===== config.mk =====
export PLATFORM = sky130hd
export DESIGN_NAME = march_bist_ctrl
export DESIGN_NICKNAME = d
export VERILOG_FILES = /design/src/rtl/march_bist_ctrl.sv
export SDC_FILE = /design/constraint.sdc
export NUM_CORES = 1
export LEC_CHECK = 0
export CAP_MARGIN = 15
export CORE_ASPECT_RATIO = 0.6
export CORE_MARGIN = 1.5
export CORE_UTILIZATION = 45
export DETAILED_ROUTE_END_ITERATION = 8
export PLACE_DENSITY = 0.72
export REMOVE_ABC_BUFFERS = 1
export SLEW_MARGIN = 0
export SYNTH_ARGS = -nofsm -noshare
export SYNTH_HDL_FRONTEND = slang
export SYNTH_SLANG_ARGS = --single-unit
export TNS_END_PERCENT = 20

===== constraint.sdc =====
create_clock -name clk -period 2.9 [get_ports clk]
set_input_delay 0.58 -clock clk [delete_from_list [all_inputs] [get_ports clk]]
set_output_delay 0.58 -clock clk [all_outputs]
set_load 0.01 [all_outputs]

===== src/rtl/march_bist_ctrl.sv =====
// March C- BIST controller for a single-port memory with one-cycle registered read latency.
// Issues one memory op per cycle and records the first read mismatch.
module march_bist_ctrl #(
    parameter int a_width = 4,
    parameter int width   = 4,
    parameter int depth   = 16
) (
    input  logic               clk,
    input  logic               rst_n,
    input  logic               start,
    output logic               busy,
    output logic               done,
    output logic               fail,
    output logic [a_width-1:0] fail_addr,
    output logic [2:0]         fail_elem,
    output logic [width-1:0]   fail_data,
    output logic               mem_read,
    output logic               mem_write,
    output logic [a_width-1:0] mem_address,
    output logic [width-1:0]   mem_data_in,
    input  logic [width-1:0]   mem_data_out
);

    typedef enum logic [1:0] {ST_IDLE, ST_RUN, ST_DRAIN, ST_DONE} state_t;

    localparam logic [a_width-1:0] addr_max = a_width'(depth - 1);

    state_t             state_q, state_d;
    logic [2:0]         elem_q, elem_d;
    logic [a_width-1:0] addr_q, addr_d;
    logic               phase_q, phase_d;
    logic               busy_q, busy_d, done_q, done_d;
    logic               fail_q, fail_d;
    logic [a_width-1:0] fail_addr_q, fail_addr_d;
    logic [2:0]         fail_elem_q, fail_elem_d;
    logic [width-1:0]   fail_data_q, fail_data_d;
    logic               mem_read_q, mem_read_d, mem_write_q, mem_write_d;
    logic [a_width-1:0] mem_address_q, mem_address_d;
    logic [width-1:0]   mem_data_in_q, mem_data_in_d;
    logic               chk_valid_q, chk_valid_d;
    logic [width-1:0]   chk_exp_q, chk_exp_d;
    logic [a_width-1:0] chk_addr_q, chk_addr_d;
    logic [2:0]         chk_elem_q, chk_elem_d;
    logic               last_addr, op_last, start_accept, run_d, op_read, mismatch;

    function automatic logic is_down(input logic [2:0] e);
        return (e == 3'd3) || (e == 3'd4);
    endfunction

    function automatic logic is_two_op(input logic [2:0] e);
        return (e >= 3'd1) && (e <= 3'd4);
    endfunction

    function automatic logic read_ones(input logic [2:0] e);
        return (e == 3'd2) || (e == 3'd4);
    endfunction

    function automatic logic write_ones(input logic [2:0] e);
        return (e == 3'd1) || (e == 3'd3);
    endfunction

    always_ff @(posedge clk or negedge rst_n) begin
        if (!rst_n) begin
            state_q       <= ST_IDLE;
            elem_q        <= '0;
            addr_q        <= '0;
            phase_q       <= 1'b0;
            busy_q        <= 1'b0;
            done_q        <= 1'b0;
            fail_q        <= 1'b0;
            fail_addr_q   <= '0;
            fail_elem_q   <= '0;
            fail_data_q   <= '0;
            mem_read_q    <= 1'b0;
            mem_write_q   <= 1'b0;
            mem_address_q <= '0;
            mem_data_in_q <= '0;
            chk_valid_q   <= 1'b0;
            chk_exp_q     <= '0;
            chk_addr_q    <= '0;
            chk_elem_q    <= '0;
        end else begin
            state_q       <= state_d;
            elem_q        <= elem_d;
            addr_q        <= addr_d;
            phase_q       <= phase_d;
            busy_q        <= busy_d;
            done_q        <= done_d;
            fail_q        <= fail_d;
            fail_addr_q   <= fail_addr_d;
            fail_elem_q   <= fail_elem_d;
            fail_data_q   <= fail_data_d;
            mem_read_q    <= mem_read_d;
            mem_write_q   <= mem_write_d;
            mem_address_q <= mem_address_d;
            mem_data_in_q <= mem_data_in_d;
            chk_valid_q   <= chk_valid_d;
            chk_exp_q     <= chk_exp_d;
            chk_addr_q    <= chk_addr_d;
            chk_elem_q    <= chk_elem_d;
        end
    end

    // elem_q/addr_q/phase_q describe the op currently presented on the mem_* outputs.
    always_comb begin
        state_d      = state_q;
        elem_d       = elem_q;
        addr_d       = addr_q;
        phase_d      = phase_q;
        start_accept = 1'b0;
        last_addr    = is_down(elem_q) ? (addr_q == '0) : (addr_q == addr_max);
        op_last      = !is_two_op(elem_q) || phase_q;
        case (state_q)
            ST_IDLE, ST_DONE: begin
                if (start) begin
                    start_accept = 1'b1;
                    state_d      = ST_RUN;
                    elem_d       = 3'd0;
                    addr_d       = '0;
                    phase_d      = 1'b0;
                end
            end
            ST_RUN: begin
                if (!op_last) begin
                    phase_d = 1'b1;
                end else if (!last_addr) begin
                    phase_d = 1'b0;
                    addr_d  = is_down(elem_q) ? addr_q - a_width'(1) : addr_q + a_width'(1);
                end else if (elem_q == 3'd5) begin
                    state_d = ST_DRAIN;
                end else begin
                    elem_d  = elem_q + 3'd1;
                    phase_d = 1'b0;
                    addr_d  = is_down(elem_q + 3'd1) ? addr_max : '0;
                end
            end
            ST_DRAIN: state_d = ST_DONE;
            default:  state_d = ST_IDLE;
        endcase
    end

    always_comb begin
        run_d         = (state_d == ST_RUN);
        op_read       = (elem_d != 3'd0) && !phase_d;
        busy_d        = (state_d == ST_RUN) || (state_d == ST_DRAIN);
        done_d        = (state_d == ST_DONE);
        mem_read_d    = run_d && op_read;
        mem_write_d   = run_d && !op_read;
        mem_address_d = run_d ? addr_d : '0;
        mem_data_in_d = (mem_write_d && write_ones(elem_d)) ? {width{1'b1}} : '0;
        // Expected-data pipeline lines up with the memory's one-cycle read latency.
        chk_valid_d   = mem_read_q;
        chk_exp_d     = read_ones(elem_q) ? {width{1'b1}} : '0;
        chk_addr_d    = mem_address_q;
        chk_elem_d    = elem_q;
        mismatch      = chk_valid_q && (mem_data_out != chk_exp_q);
        fail_d        = fail_q;
        fail_addr_d   = fail_addr_q;
        fail_elem_d   = fail_elem_q;
        fail_data_d   = fail_data_q;
        if (start_accept) begin
            fail_d      = 1'b0;
            fail_addr_d = '0;
            fail_elem_d = '0;
            fail_data_d = '0;
        end else if (mismatch && !fail_q) begin
            fail_d      = 1'b1;
            fail_addr_d = chk_addr_q;
            fail_elem_d = chk_elem_q;
            fail_data_d = mem_data_out;
        end
    end

    assign busy        = busy_q;
    assign done        = done_q;
    assign fail        = fail_q;
    assign fail_addr   = fail_addr_q;
    assign fail_elem   = fail_elem_q;
    assign fail_data   = fail_data_q;
    assign mem_read    = mem_read_q;
    assign mem_write   = mem_write_q;
    assign mem_address = mem_address_q;
    assign mem_data_in = mem_data_in_q;

endmodule


# Word level (Yosys, flattened, before mapping)
# Cells that the tools add are included.
# totals
output_inout_bits,24
latch_bits,0
n_memories,0
ramBits,0
in_bits,7
rom_bits,0
ff_bits,46
word_cells,97
# op_classes
n_div,0
n_addsub,3
mul,0
bitwise_logic,0
muxes,36
order_cmp,2
eq_ne,16
reduce_logical,22
shift,0
# ops
op,count
4-bit 2-to-1 mux,13
3-bit 2-to-1 mux,6
"3-bit by 2-bit == test with 1-bit output, second input constant",4
"3-bit == test, second input constant",3
1-bit 2-to-1 mux,9
"2-bit == test, second input constant",4
2-bit 2-to-1 mux,4
4-bit case mux with 2 select lines,1
1-bit logical AND,7
1-bit logical OR,6
2-bit case mux with 3 select lines,1
3-bit case mux with 2 select lines,1
"4-bit by 1-bit adder with 4-bit output, second input constant",1
"2-bit by 1-bit == test with 1-bit output, second input constant",2
"4-bit == test, second input constant",1
1-bit zero test,4
4-bit zero test,1
4-bit != test,1
"4-bit by 1-bit subtractor with 4-bit output, second input constant",1
"3-bit by 1-bit adder with 3-bit output, second input constant",1
"3-bit by 1-bit == test with 1-bit output, second input constant",1
"3-bit by 1-bit greater-or-equal comparator with 1-bit output, second input constant",1
"3-bit less-or-equal comparator, second input constant",1
3-bit nonzero test,1
other kinds (4),4

# Logic depth before layout (Yosys ltp)
# Gate-level depths: netlist of run 1.
# logic_depth
word_depth,12
ltp_mapped,12
depth_no_buf,12

# Worst setup path after synthesis of run 1
# OpenSTA, ideal clock, no wires.
# synth_timing
kind,register to register
startpoint,register elem_q[0] (netlist: chk_elem_d[0])
endpoint,register mem_address_q[3] (netlist: mem_address[3])
setup_ns,0.139
stages_incl_launch_ff,13
slack_ns,0.244
t_required_ns,2.761
n_path_buf,0
synth_period_minus_slack_ns,2.656
arrival_time_ns,2.517
path_cell_list,dfrtp_1 inv_1 ha_1 mux2_2 clkinv_4 mux2i_4 nand3_1 a311oi_1 a21oi_1 ha_1 inv_1 or3_1 o221ai_1
# synth_via
word_cells_on_any_way,26
classes_between,add/sub (1); order compare (2); eq/ne (6); mux (12); reduce/logical (5)
# synth_rtl
element,line,source
"start, declared",29,"logic [2:0] elem_q, elem_d;"
"start signal, assigned",84,elem_q <= elem_d;
"3-bit by 1-bit greater-or-equal comparator with 1-bit output, or another cell as far along",51,return (e >= 3'd1) && (e <= 3'd4);
1-bit logical AND or 1-bit logical OR (tied branches),"51, 47",
1-bit zero test or 1-bit 2-to-1 mux (tied branches),"112, 111",
1-bit logical OR or 2-bit 2-to-1 mux (tied branches),"112, 126",
2-bit 2-to-1 mux (*),124,if (!op_last) begin
2-bit case mux with 3 select lines (*),113,case (state_q)
net state_d[0],28,"state_t state_q, state_d;"
2-bit by 1-bit == test with 1-bit output (*),143,run_d = (state_d == ST_RUN);
4-bit 2-to-1 mux (*),149,mem_address_d = run_d ? addr_d : '0;
net mem_address_d[3],38,"logic [a_width-1:0] mem_address_q, mem_address_d;"
"end signal, assigned",95,mem_address_q <= mem_address_d;
"end, declared",38,
# Mark *: on every way through the listed nets, which the timed path passes. The rest lies on a longest branch.
# A chain may end at the register's enable or synchronous reset.

# Worst setup path in the final report of run 1
# Same ends and word-level chain as after synthesis.

==> reports/qor.txt, run 1 <==
Root Buffer: clkbuf_8
# Post-CTS Setup Buffers: 0
initial core utilization: 48.9%
combinational share of power: 10.2%
RSZ-0062 raised after global routing: no
syn_area_per_cell: 11.1 µm²
Setup TNS Final: 0 ns
nature of the critical path startpoint: register
Pins Over Slew Limit: 0
Finished Layout Cells: 285
Crit path depth: 12
Critical path origin: chk_elem_d[0]
final WL: 4560 µm
async set-reset flop share out of synthesis: 100%
worst clock skew: 0.00885 ns
vias in the first global route: 1408
Synth Flop Type: dfrtp_1
DRC: 0
Iter 0 DRT Violations: 121
row count: 18
routed vias: 1558
RR Startpoint: chk_elem_d[0]
Pint: 0.000913 W
outcome: finished, final reports clean
total die area: 5090 µm²
Setup crit end kind: register
GRT Overall Usage: 18.9%
period utilization: 93.3%
Clock Latency Late Sink: 0.30 ns
filler cell count: 350
grt ovf: 0
number of antenna diodes: 0
Vias/cell: 5.47
count of final setup violators: 0
die height: 55.8 µm
most frequent cells in the layout: 38 x dfrtp_1, 29 x clkdlybuf4s50_1, 21 x nor2_1, 14 x mux2i_1, 11 x nand2_1
worst-case reg-to-reg path depth: 12
Post-synth EDFFs: 0
area delta synth->final: 23.6%
fmax: 370 MHz
# port buffers: 30
Max-cap violations: 0
Seq pwr share: 50.1%
post-route cell area: 2590 µm²
Clock Path Buffers: 2
gpl congestion: 0.918
core area: 4280 µm²
TritonCTS clock tree: yes
Cell variety after synth: 53
Critical Path AT: 2.93 ns
Die X: 91.1 µm
layout cells sized above 1: 17.8%
I/O Pins: 31
CP Data Required Time: 3.12 ns
per-cell routed wire length: 16.0 µm
FF-to-FF End: mem_address[3]
worst min path class: register to register
post-layout min period: 2.70 ns
largest net degree at the start of global routing: 41
Cells after Synth: 189
switching power: 0.000282 W
clock power share: 39.7%
Top delay family on crit path: simple AND/OR/NAND/NOR gates
CTS sink count: 40
Post-DRT Antenna Nets: 0
Worst slew margin: 41.2%
Pwr Density: 461 nW/µm²
CP max FO: 7
drt pass-1 iters: 4
end of the critical path: mem_address[3]
Final #Nets: 243
Final Hold Viols: 0
TritonCTS buffer count: 5
register area share after synthesis: 47.8%
setup slack, reg-to-reg: 0.20 ns
Post-DP HPWL: 3260 µm
Leakage: 1.07 nW
mapped cell area: 2090 µm²
H-tree depth: 2
CP Cell Sequence: inv_2 > ha_1 > mux2_2 > clkinv_4 > mux2i_4 > nand3_1 > a311oi_2 > a21oi_2 > ha_2 > inv_1 > or3_1 > o221ai_1
yosys warns: 0
most common cell after layout, fill and taps aside: dfrtp_1
largest stage delay on the critical path: 0.45 ns
sw frac: 23.6%
flop and latch count out of synthesis: 40
VDD IR-drop max: 0.206 mV
CP max-delay cell: dfrtp_2
Buffers & Inverters on Critical Path: 3
Worst Tran Pin Value: 0.882 ns
first-pass GRT wire length: 7270 µm
crit path kind: register to register
clock-pin transition on the worst setup and hold timing paths: 0.09 ns
dpl cell area: 2450 µm²
Inst Count DP: 277
initial antenna violation count: 0
-- worst min path at each step --
stage,end,cells past startpoint,startpoint,slack (ns)
2_1_floorplan,addr_q[0],0,rst_n,0.28
3_3_place_gp,chk_valid_q,0,mem_read,0.36
3_5_place_dp,chk_valid_q,0,mem_read,0.36
4_1_cts,chk_valid_q,0,mem_read,0.38
5_1_grt,chk_valid_q,0,mem_read,0.39
6_report,chk_valid_q,0,mem_read,0.38
-- cells in the mapped netlist (4+ instances only) --
cell | n | area share [%]
dfrtp_1 | 40 | 48
mux2i_1 | 14 | 6.7
a21oi_1 | 8 | 1.9
nor3_1 | 4 | 0.96
nor2_1 | 21 | 3.8
inv_1 | 10 | 1.8
ha_1 | 11 | 6.6
nand2_1 | 11 | 2.0
o21ai_0 | 7 | 1.7
-- per-layer routing --
metal  vias up  global-route usage (%)  wire length, µm
li1        739                       -                -
met2        62                    23.2             1720
met5         -                       0                0
met1       752                    30.0             2420
met3         5                    4.78              350
met4         0                    8.48               76
-- stage by stage --
stage          hold WS, ns  worst slack, ns  power [W]  utilization (%)
2_1_floorplan        0.284            0.241   0.000651                -
3_3_place_gp         0.359            0.124   0.000731             57.3
3_5_place_dp         0.361           0.0663   0.000735             57.3
4_1_cts              0.379           0.0476    0.00121             60.0
5_1_grt              0.391        0.0000133    0.00125             60.5
6_report             0.378            0.195    0.00119             60.5
-- power groups by stage --
stage          clock (W)  combinational, W  sequential [W]
5_1_grt         0.000509          0.000133        0.000603
3_5_place_dp           0          0.000124        0.000610
2_1_floorplan          0         0.0000277        0.000623
3_3_place_gp           0          0.000121        0.000610
6_report        0.000474          0.000121        0.000599
4_1_cts         0.000486          0.000124        0.000600
-- registers in the layout (all words and copies together), names as in the netlist --
name and flops:
mem_address 4, mem_data_in 1, mem_write 1, chk_elem_q 3, chk_exp_q 1, busy 1
fail_elem 3, mem_read 1, fail_addr 4, addr_q 4, chk_addr_q 4, state_q 2
chk_elem_d 3, done 1, fail 1, fail_data 4, phase_q 1, chk_valid_q 1
-- cell type report --
type	instances	area, µm²	share of cell area (%)
Multi-Input combinational cell	130	1010	39.0
Sequential cell	40	1000	38.8
Timing Repair Buffer	36	340	13.1
Clock buffer	5	68.8	2.66
Tap cell	60	75.1	2.90
Clock inverter	3	46.3	1.79
Inverter	11	46.3	1.79
-- cells by family (layout without fill, tap and decap cells) --
kind of cell | count (synthesis) | after routing | share of synthesized area (%)
AND/OR/NAND/NOR | 62 | 62 | 16.5
flip-flops | 40 | 40 | 47.8
AO/OA/AOI/OAI | 36 | 36 | 12.4
multiplexers | 19 | 19 | 10.1
buffers and inverters | 19 | 55 | 5.20
adder cells (fa/ha/maj) | 12 | 12 | 7.53
XOR/XNOR | 1 | 1 | 0.418
-- repair_timing --
item	in CTS	in global routing
hold buffers	0	0
gates resized for setup	0	8
setup endpoints to repair	0	7
Note: power is estimated with default switching activity, not from simulation.
==> inputs of run 2 (changes only) <==
--- a/config.mk
+++ b/config.mk
@@ -5,11 +5,13 @@
 export SDC_FILE = /design/constraint.sdc
 export NUM_CORES = 1
 export LEC_CHECK = 0
+export ABC_CLOCK_PERIOD_IN_PS = 2900
 export CAP_MARGIN = 15
 export CORE_ASPECT_RATIO = 0.6
 export CORE_MARGIN = 1.5
 export CORE_UTILIZATION = 45
 export DETAILED_ROUTE_END_ITERATION = 8
+export GPL_TIMING_DRIVEN = 0
 export PLACE_DENSITY = 0.72
 export REMOVE_ABC_BUFFERS = 1
 export SLEW_MARGIN = 0
==> run 2 against run 1 <==
Total power decreased by 0.65%. Combinational power about the same. Critical path depth decreased by 1. First-iteration DRC count fell by 40%. Setup slack lost 0.070 ns. Maximum frequency fell by 2.5%. Register-to-register slack worse by 0.07 ns.
==> reports/qor.txt, run 2 (same netlist as run 1, synthesis figures left out) <==
number of antenna diodes: 0
worst clock skew: 0.00620 ns
dpl cell area: 2420 µm²
grt ovf: 0
fmax: 360 MHz
Root Buffer: clkbuf_8
Leakage: 1.07 nW
total die area: 5090 µm²
Vias/cell: 5.47
per-cell routed wire length: 15.4 µm
first-pass GRT wire length: 7580 µm
largest net degree at the start of global routing: 41
Critical Path AT: 2.99 ns
crit path kind: register to register
outcome: finished, final reports clean
final WL: 4370 µm
CP max FO: 7
most common cell after layout, fill and taps aside: dfrtp_1
Worst Tran Pin Value: 0.851 ns
TritonCTS buffer count: 5
# port buffers: 30
CTS sink count: 40
I/O Pins: 31
Final Hold Viols: 0
RSZ-0062 raised after global routing: yes
nature of the critical path startpoint: register
VDD IR-drop max: 0.238 mV
gpl congestion: 0.876
Post-DRT Antenna Nets: 0
layout cells sized above 1: 18.3%
worst min path class: input port to asynchronous set/reset pin
drt pass-1 iters: 4
clock-pin transition on the worst setup and hold timing paths: 0.08 ns
routed vias: 1553
die height: 55.8 µm
Pwr Density: 457 nW/µm²
TritonCTS clock tree: yes
most frequent cells in the layout: 38 x dfrtp_1, 29 x clkdlybuf4s50_1, 21 x nor2_1, 14 x mux2i_1, 11 x nand2_1
initial antenna violation count: 0
Final #Nets: 242
Post-DP HPWL: 3080 µm
Die X: 91.1 µm
vias in the first global route: 1493
initial core utilization: 48.9%
Clock Path Buffers: 2
Max-cap violations: 0
core area: 4280 µm²
count of final setup violators: 0
worst-case reg-to-reg path depth: 11
Setup crit end kind: register
FF/Latch Area: 1000 µm²
DRC: 0
Multi-input gate area: 1020 µm²
post-route cell area: 2600 µm²
row count: 18
CP Data Required Time: 3.11 ns
Clock Latency Late Sink: 0.29 ns
H-tree depth: 2
area delta synth->final: 24.0%
filler cell count: 352
hold slack final: 0.383 ns
GRT Overall Usage: 19.0%
Worst slew margin: 43.2%
period utilization: 95.7%
Iter 0 DRT Violations: 73
pre-CTS setup slack: -0.300 ns
post-layout min period: 2.77 ns
fin util: 60.7%
min setup slack post-route: 0.126 ns
Pins Over Slew Limit: 0
## run 2: repair_timing
item / 4_1_cts / 5_1_grt
setup endpoints to repair: 8 / 7
hold buffers: 0 / 0
pin swaps: 0 / 2
setup buffers: 1 / 3
gates resized for setup: 5 / 9
## run 2: stage by stage
stage          instances  total power, W  TNS, ns
5_1_grt              284         0.00124  -0.0441
4_1_cts              281         0.00120        0
3_3_place_gp         271        0.000731    -7.63
3_5_place_dp         272        0.000734   -0.927
6_report             284         0.00119        0
2_1_floorplan        181        0.000651        0
## run 2: path summary, 6_finish.rpt
| path | to | from | slack (ns) |
|---|---|---|---|
| setup / recovery | mem_address[3] | chk_elem_d[1] | 0.13 |
| hold / removal | fail_data[0] | rst_n | 0.38 |
| setup reg to reg | mem_address[3] | chk_elem_d[1] | 0.13 |
| hold reg to reg | chk_valid_q | mem_read | 0.38 |
| max in group asynchronous | chk_elem_d[0] | rst_n | 1.93 |
| min in group clk | chk_valid_q | mem_read | 0.38 |
## run 2: where the power goes
group          total, W  leakage (nW)  switching (W)  internal, W
Sequential     0.000599         0.455      0.0000139     0.000585
Clock          0.000466        0.0548       0.000207     0.000259
Combinational  0.000122         0.564      0.0000530    0.0000687
Total           0.00119          1.07       0.000274     0.000913
## run 2: final cells by class
cell class,count,share of cell area [%]
Inverter,11,1.88
Sequential cell,40,38.6
Multi-Input combinational cell,130,39.2
Clock inverter,3,1.78
Tap cell,60,2.89
Timing Repair Buffer,35,13.0
Clock buffer,5,2.65
## run 2: metal layers
| metal | routed length, µm | GRT usage [%] |
|---|---|---|
| met3 | 384 | 5.60 |
| met1 | 2210 | 29.4 |
| met2 | 1740 | 25.8 |
| met5 | 0 | 0 |
| met4 | 27 | 4.02 |
## run 2: worst max-delay path, stage by stage, from the launching register on
cell and delay (ns):
dfrtp_2 0.47, inv_1 0.12, ha_2 0.24, nor4_1 0.08, or3_4 0.44, nand3_1 0.13
a311oi_2 0.13, a21oi_2 0.18, ha_2 0.24, inv_1 0.13, or3_1 0.38, o221ai_1 0.15
==> inputs of run 3 (changes only) <==
--- a/config.mk
+++ b/config.mk
@@ -6,12 +6,10 @@
 export NUM_CORES = 1
 export LEC_CHECK = 0
 export ABC_CLOCK_PERIOD_IN_PS = 2900
-export CAP_MARGIN = 15
 export CORE_ASPECT_RATIO = 0.6
 export CORE_MARGIN = 1.5
 export CORE_UTILIZATION = 45
 export DETAILED_ROUTE_END_ITERATION = 8
-export GPL_TIMING_DRIVEN = 0
 export PLACE_DENSITY = 0.72
 export REMOVE_ABC_BUFFERS = 1
 export SLEW_MARGIN = 0
==> results of run 3 <==
The final DEF is identical to that of run 1; final timing and power are the same.
==> edit 1 (settings of run 2) <==
Remove the register `busy_q`: a continuous assignment takes its place, so the output `busy` follows one clock earlier.
--- a/src/rtl/march_bist_ctrl.sv
+++ b/src/rtl/march_bist_ctrl.sv
@@ -67,3 +67,2 @@
             phase_q       <= 1'b0;
-            busy_q        <= 1'b0;
             done_q        <= 1'b0;
@@ -86,3 +85,2 @@
             phase_q       <= phase_d;
-            busy_q        <= busy_d;
             done_q        <= done_d;
@@ -102,2 +100,4 @@
     end
+
+    assign busy_q = busy_d;
 
Function: changed (a bounded check fails within 4 cycles, from zero or initial values and one cycle with rst_n low).
==> edit 1 against run 2 <==
The flow now finishes with violations (negative setup slack); routed wire length is 9.5% higher; setup slack got worse by 310 ps; sequential cell count is 1 lower; power down 2.5%; register-to-register slack got worse by 20 ps; non-clock buffer count up 8; final area is 3.0% higher; area after synthesis fell by 1.2%.
==> edit 1: results (changes against run 2) <==
By count the netlist is led by 39 x dfrtp_1, 21 x nor2_1, 14 x mux2i_1. The wire length after detailed routing came to 4780 um (+9.5%). The peak supply drop came out at 235 uV (-1.5%).

The total length of routed met3 wires is 333 um (-13%). The length of routed met2 wiring is 2020 um (+16%). The count of routing violations after the opening detailed-route iteration is 149 (+100%). The final reports fail on negative setup slack. The worst clock skew was 4.02 ps (-2.18 ps). The cell count after synthesis came out at 188 (-0.53%). The sum of negative setup slack was -181 ps (-181 ps).

The sum of net half-perimeters after detailed placement was 3160 um (+2.8%). The sequential fraction of the synthesis area was 0.472 (-0.00631). The min-delay analysis places its worst path in the category reg2reg. The global routing usage on met3 came out at 0.0427 (-0.0133). The met2 global-route usage is 0.289 (+0.0309).

The number of input and output port buffers inserted is 30 (unchanged). The met1 usage is 0.305 (+0.0112). The total routing resource utilization after global routing is 0.200 (+0.0105).

The worst-case setup margin in the final layout was -181 ps (-307 ps). The worst setup slack after placement was -915 ps (-615 ps). The actual transition at the worst max-transition pin came out at 859 ps (+7.94 ps).

The routability congestion estimate is 0.887 (+1.2%). The flop-to-flop setup slack was 110 ps (-20 ps). The via count of the routed design was 1618 (+4.2%). The post-cts repair resize count is 24 (+19). The fraction of layout instances using a drive strength above 1 came out at 0.229 (+0.0464). The largest fanout on the critical path is 4 (-3). The wire length on met1 is 2380 um (+7.5%). The count of filler cells inserted in the layout came out at 349 (-0.85%). In the post-synthesis netlist, the biggest area contributors are dfrtp_1 47%, mux2i_1 6.8%, ha_1 6.7%. The instance count after placement with tap cells included came out at 271 (-0.37%). The run finished, with violations left. The largest net degree at the start of global routing is 40 (-2.4%).

The post-place instance area came out at 2390 um^2 (-1.0%). The total of endpoints with negative setup slack in the final report came to 1 (+1). The per-cell routed wire length is 16.4 um (+6.9%).

The cell depth of the worst flop-to-flop path came out at 12 (+1).
[edit 1: logic make-up (layout without fill, tap and decap cells)]
logic type                 after synthesis  count (layout)  synth area share
adders and majority gates               12              12            0.0762
muxes                                   19              19             0.102
xor gates and xnor gates                 1               1           0.00423
AOI/OAI and AO/OA                       36              36             0.126
DFF                                     39              39             0.472
buffers and inverters                   19              62            0.0526
and+or+nand+nor                         62              62             0.167
[edit 1: area by class of cell]
class	count	area (um^2)	area share
Inverter	11	51.3	0.0192
Multi-Input combinational cell	130	1070	0.398
Sequential cell	39	980	0.366
Timing Repair Buffer	43	392	0.146
Tap cell	60	75.1	0.0281
Clock buffer	5	68.8	0.0257
Clock inverter	3	43.8	0.0164
[edit 1: where the power goes]
group	switching, W	internal, W	total [W]
sequential	0.0000144	0.000571	0.000585
combinational	0.0000520	0.0000687	0.000121
clock	0.000196	0.000256	0.000452
==> edit 2 (flow settings as in run 2) <==
Made on the original files. Change the parameter `a_width` from 4 to 5.
--- a/src/rtl/march_bist_ctrl.sv
+++ b/src/rtl/march_bist_ctrl.sv
@@ -3,3 +3,3 @@
 module march_bist_ctrl #(
-    parameter int a_width = 4,
+    parameter int a_width = 5,
     parameter int width   = 4,
Ports: changed (resized fail_addr and mem_address); port bits go from 31 to 33. No check against the original RTL was run, so the function may have changed too.
==> edit 2 against run 2 <==
Core utilization is 2.4 points lower; clock power is 0.9% lower; first-iteration DRC count is 41% lower; final area is 4.0% higher; cell count is 4.6% higher; sequential cell count is 4 higher; combinational power is 5% lower; area after synthesis is 5.0% higher; power is 3.7% higher; sequential power is 9.0% higher; setup slack better by 57 ps; routed wire length is 3.9% lower; critical path type unchanged.
==> edit 2: results (changes against run 2) <==
The first-pass iteration count of the detailed router is 4 (unchanged). The count of routing violations after the opening detailed-route iteration came to 43 (-41%). The peak supply drop came to 206 uV (-14%). The DRC violation count after routing is 0 (unchanged). After synthesis, the most frequently instantiated cells are 44 x dfrtp_1, 23 x nor2_1, 13 x mux2i_1. The number of input and output port buffers inserted came out at 32 (+6.7%). The flow ran to the end, and the final reports show no timing, DRC or antenna violations. The worst register-to-register path ends at mem_address[4].

The number of buffers created by CTS came out at 5 (unchanged). The met1 usage came out at 0.281 (-0.0133). The synthesis warning total came out at 0 (unchanged).

The number of H-tree branching levels came out at 2 (unchanged). By area the synthesized netlist is led by dfrtp_1 50%, ha_1 6.8%, mux2i_1 5.9%. The clock transition at the registers of the reported paths came out at 90 ps. The length of routed met2 wiring is 1650 um (-5.1%). The total length of routed met3 wires came to 222 um (-42%). The internal power summed over all cells came out at 0.000964 W (+5.7%). The total routing resource utilization after global routing is 0.179 (-0.0107). The fraction of layout instances using a drive strength above 1 came out at 0.111 (-0.0719). The leakage dissipation came out at 1.12 nW (+4.3%). The flop-to-flop setup slack is 180 ps (+60 ps). The total count of max-transition violations in the final report is 0 (unchanged).

The number of nets still failing antenna checks after routing came out at 0 (unchanged). In this run the clock root is driven by a clkbuf_8. The wire length of the first global-routing pass came out at 7580 um (about the same). The via count of the first global-routing pass was 1575 (+5.5%). The actual transition at the worst max-transition pin came out at 763 ps (-88.4 ps). The wire length on met1 came out at 2290 um (+3.7%). The highest layer touched by signal routing is met4. The achievable clock frequency came out at 368 MHz (+2.1%). The global routing usage on met3 came out at 0.0253 (-0.0307). Grouping stages by cell kind, the critical path spends the most delay in compound AO/OA/AOI/OAI gates. The power dissipated in sequential cells is 0.000653 W (+9.0%). The average vias per placed instance is 5.31 (-3.0%). The sequential fraction of the synthesis area came out at 0.501 (+0.0230).

The met2 global-route usage came out at 0.255 (-0.00334). The routability congestion estimate is 0.935 (+6.7%). The largest fanout on the critical path is 7 (unchanged). The antenna diode count was 0 (unchanged). In this design, the stage delay of the slowest critical-path cell is 480 ps. The largest buffer count on any clock path is 2 (unchanged).

The wire length after detailed routing came out at 4200 um (-3.9%). The combinational cell fraction of total power came out at 0.094 (-0.009). In this run the critical register-to-register path is launched from chk_elem_d[0]. The sum of net half-perimeters after detailed placement was 3090 um (+0.32%).

The initial antenna violation count came to 0 (unchanged). The source-to-sink clock delay at the later pin of the worst-skew pair is 290 ps (about the same). The largest net degree at the start of global routing was 43 (+4.9%). The worst setup slack after placement is -189 ps (+111 ps). The post-CTS setup buffer count is 0 (-1). The sum of internal, switching and leakage power came out at 0.00123 W (+3.7%). The number of library cell types mapped by synthesis is 53 (unchanged). The worst clock skew was 7.57 ps (+1.37 ps).

The cell depth of the worst flop-to-flop path is 11 (unchanged). The final net count came out at 253 (+4.5%). On the critical path, the stage with the largest delay is an instance of dfrtp_2. The worst hold-check path type is in2async. The data arrival at the endpoint of the critical path is 2900 ps (-90 ps). Among all flip-flop cells after synthesis, the most frequent one is dfrtp_1.
edit 2: logic make-up (layout without fill, tap and decap cells):
group	count (synthesis)	in the layout	share of synthesized area
mux	15	15	0.0711
fa+ha+maj	13	13	0.0774
flops	44	44	0.501
compound gates	39	39	0.128
simple gates	67	67	0.164
xor+xnor	2	2	0.00797
buf+inv	22	54	0.0507
edit 2: per-stage QoR:
step	setup TNS (ps)	cell area, um^2	hold WS, ps	instances
final	0	2700	80.0	297
after CTS	0	2690	73.5	297
after floorplan	0	2130	284	192
after global routing	-3.04	2700	65.4	297
after detailed placement	-1280	2560	360	289
after global placement	-10590	2530	360	287
edit 2: what timing repair did:
item	4_1_cts	5_1_grt
setup endpoints to repair	9	10
pin swaps	0	0
resized for setup	2	6
hold buffers	0	0
edit 2: area by class of cell:
cell class,count,area [um^2]
Timing Repair Buffer,34,347
Tap cell,63,78.8
Sequential cell,44,1100
Inverter,12,45.0
Fill cell,430,1930
Multi-Input combinational cell,136,1010
Clock inverter,3,47.5
Clock buffer,5,68.8
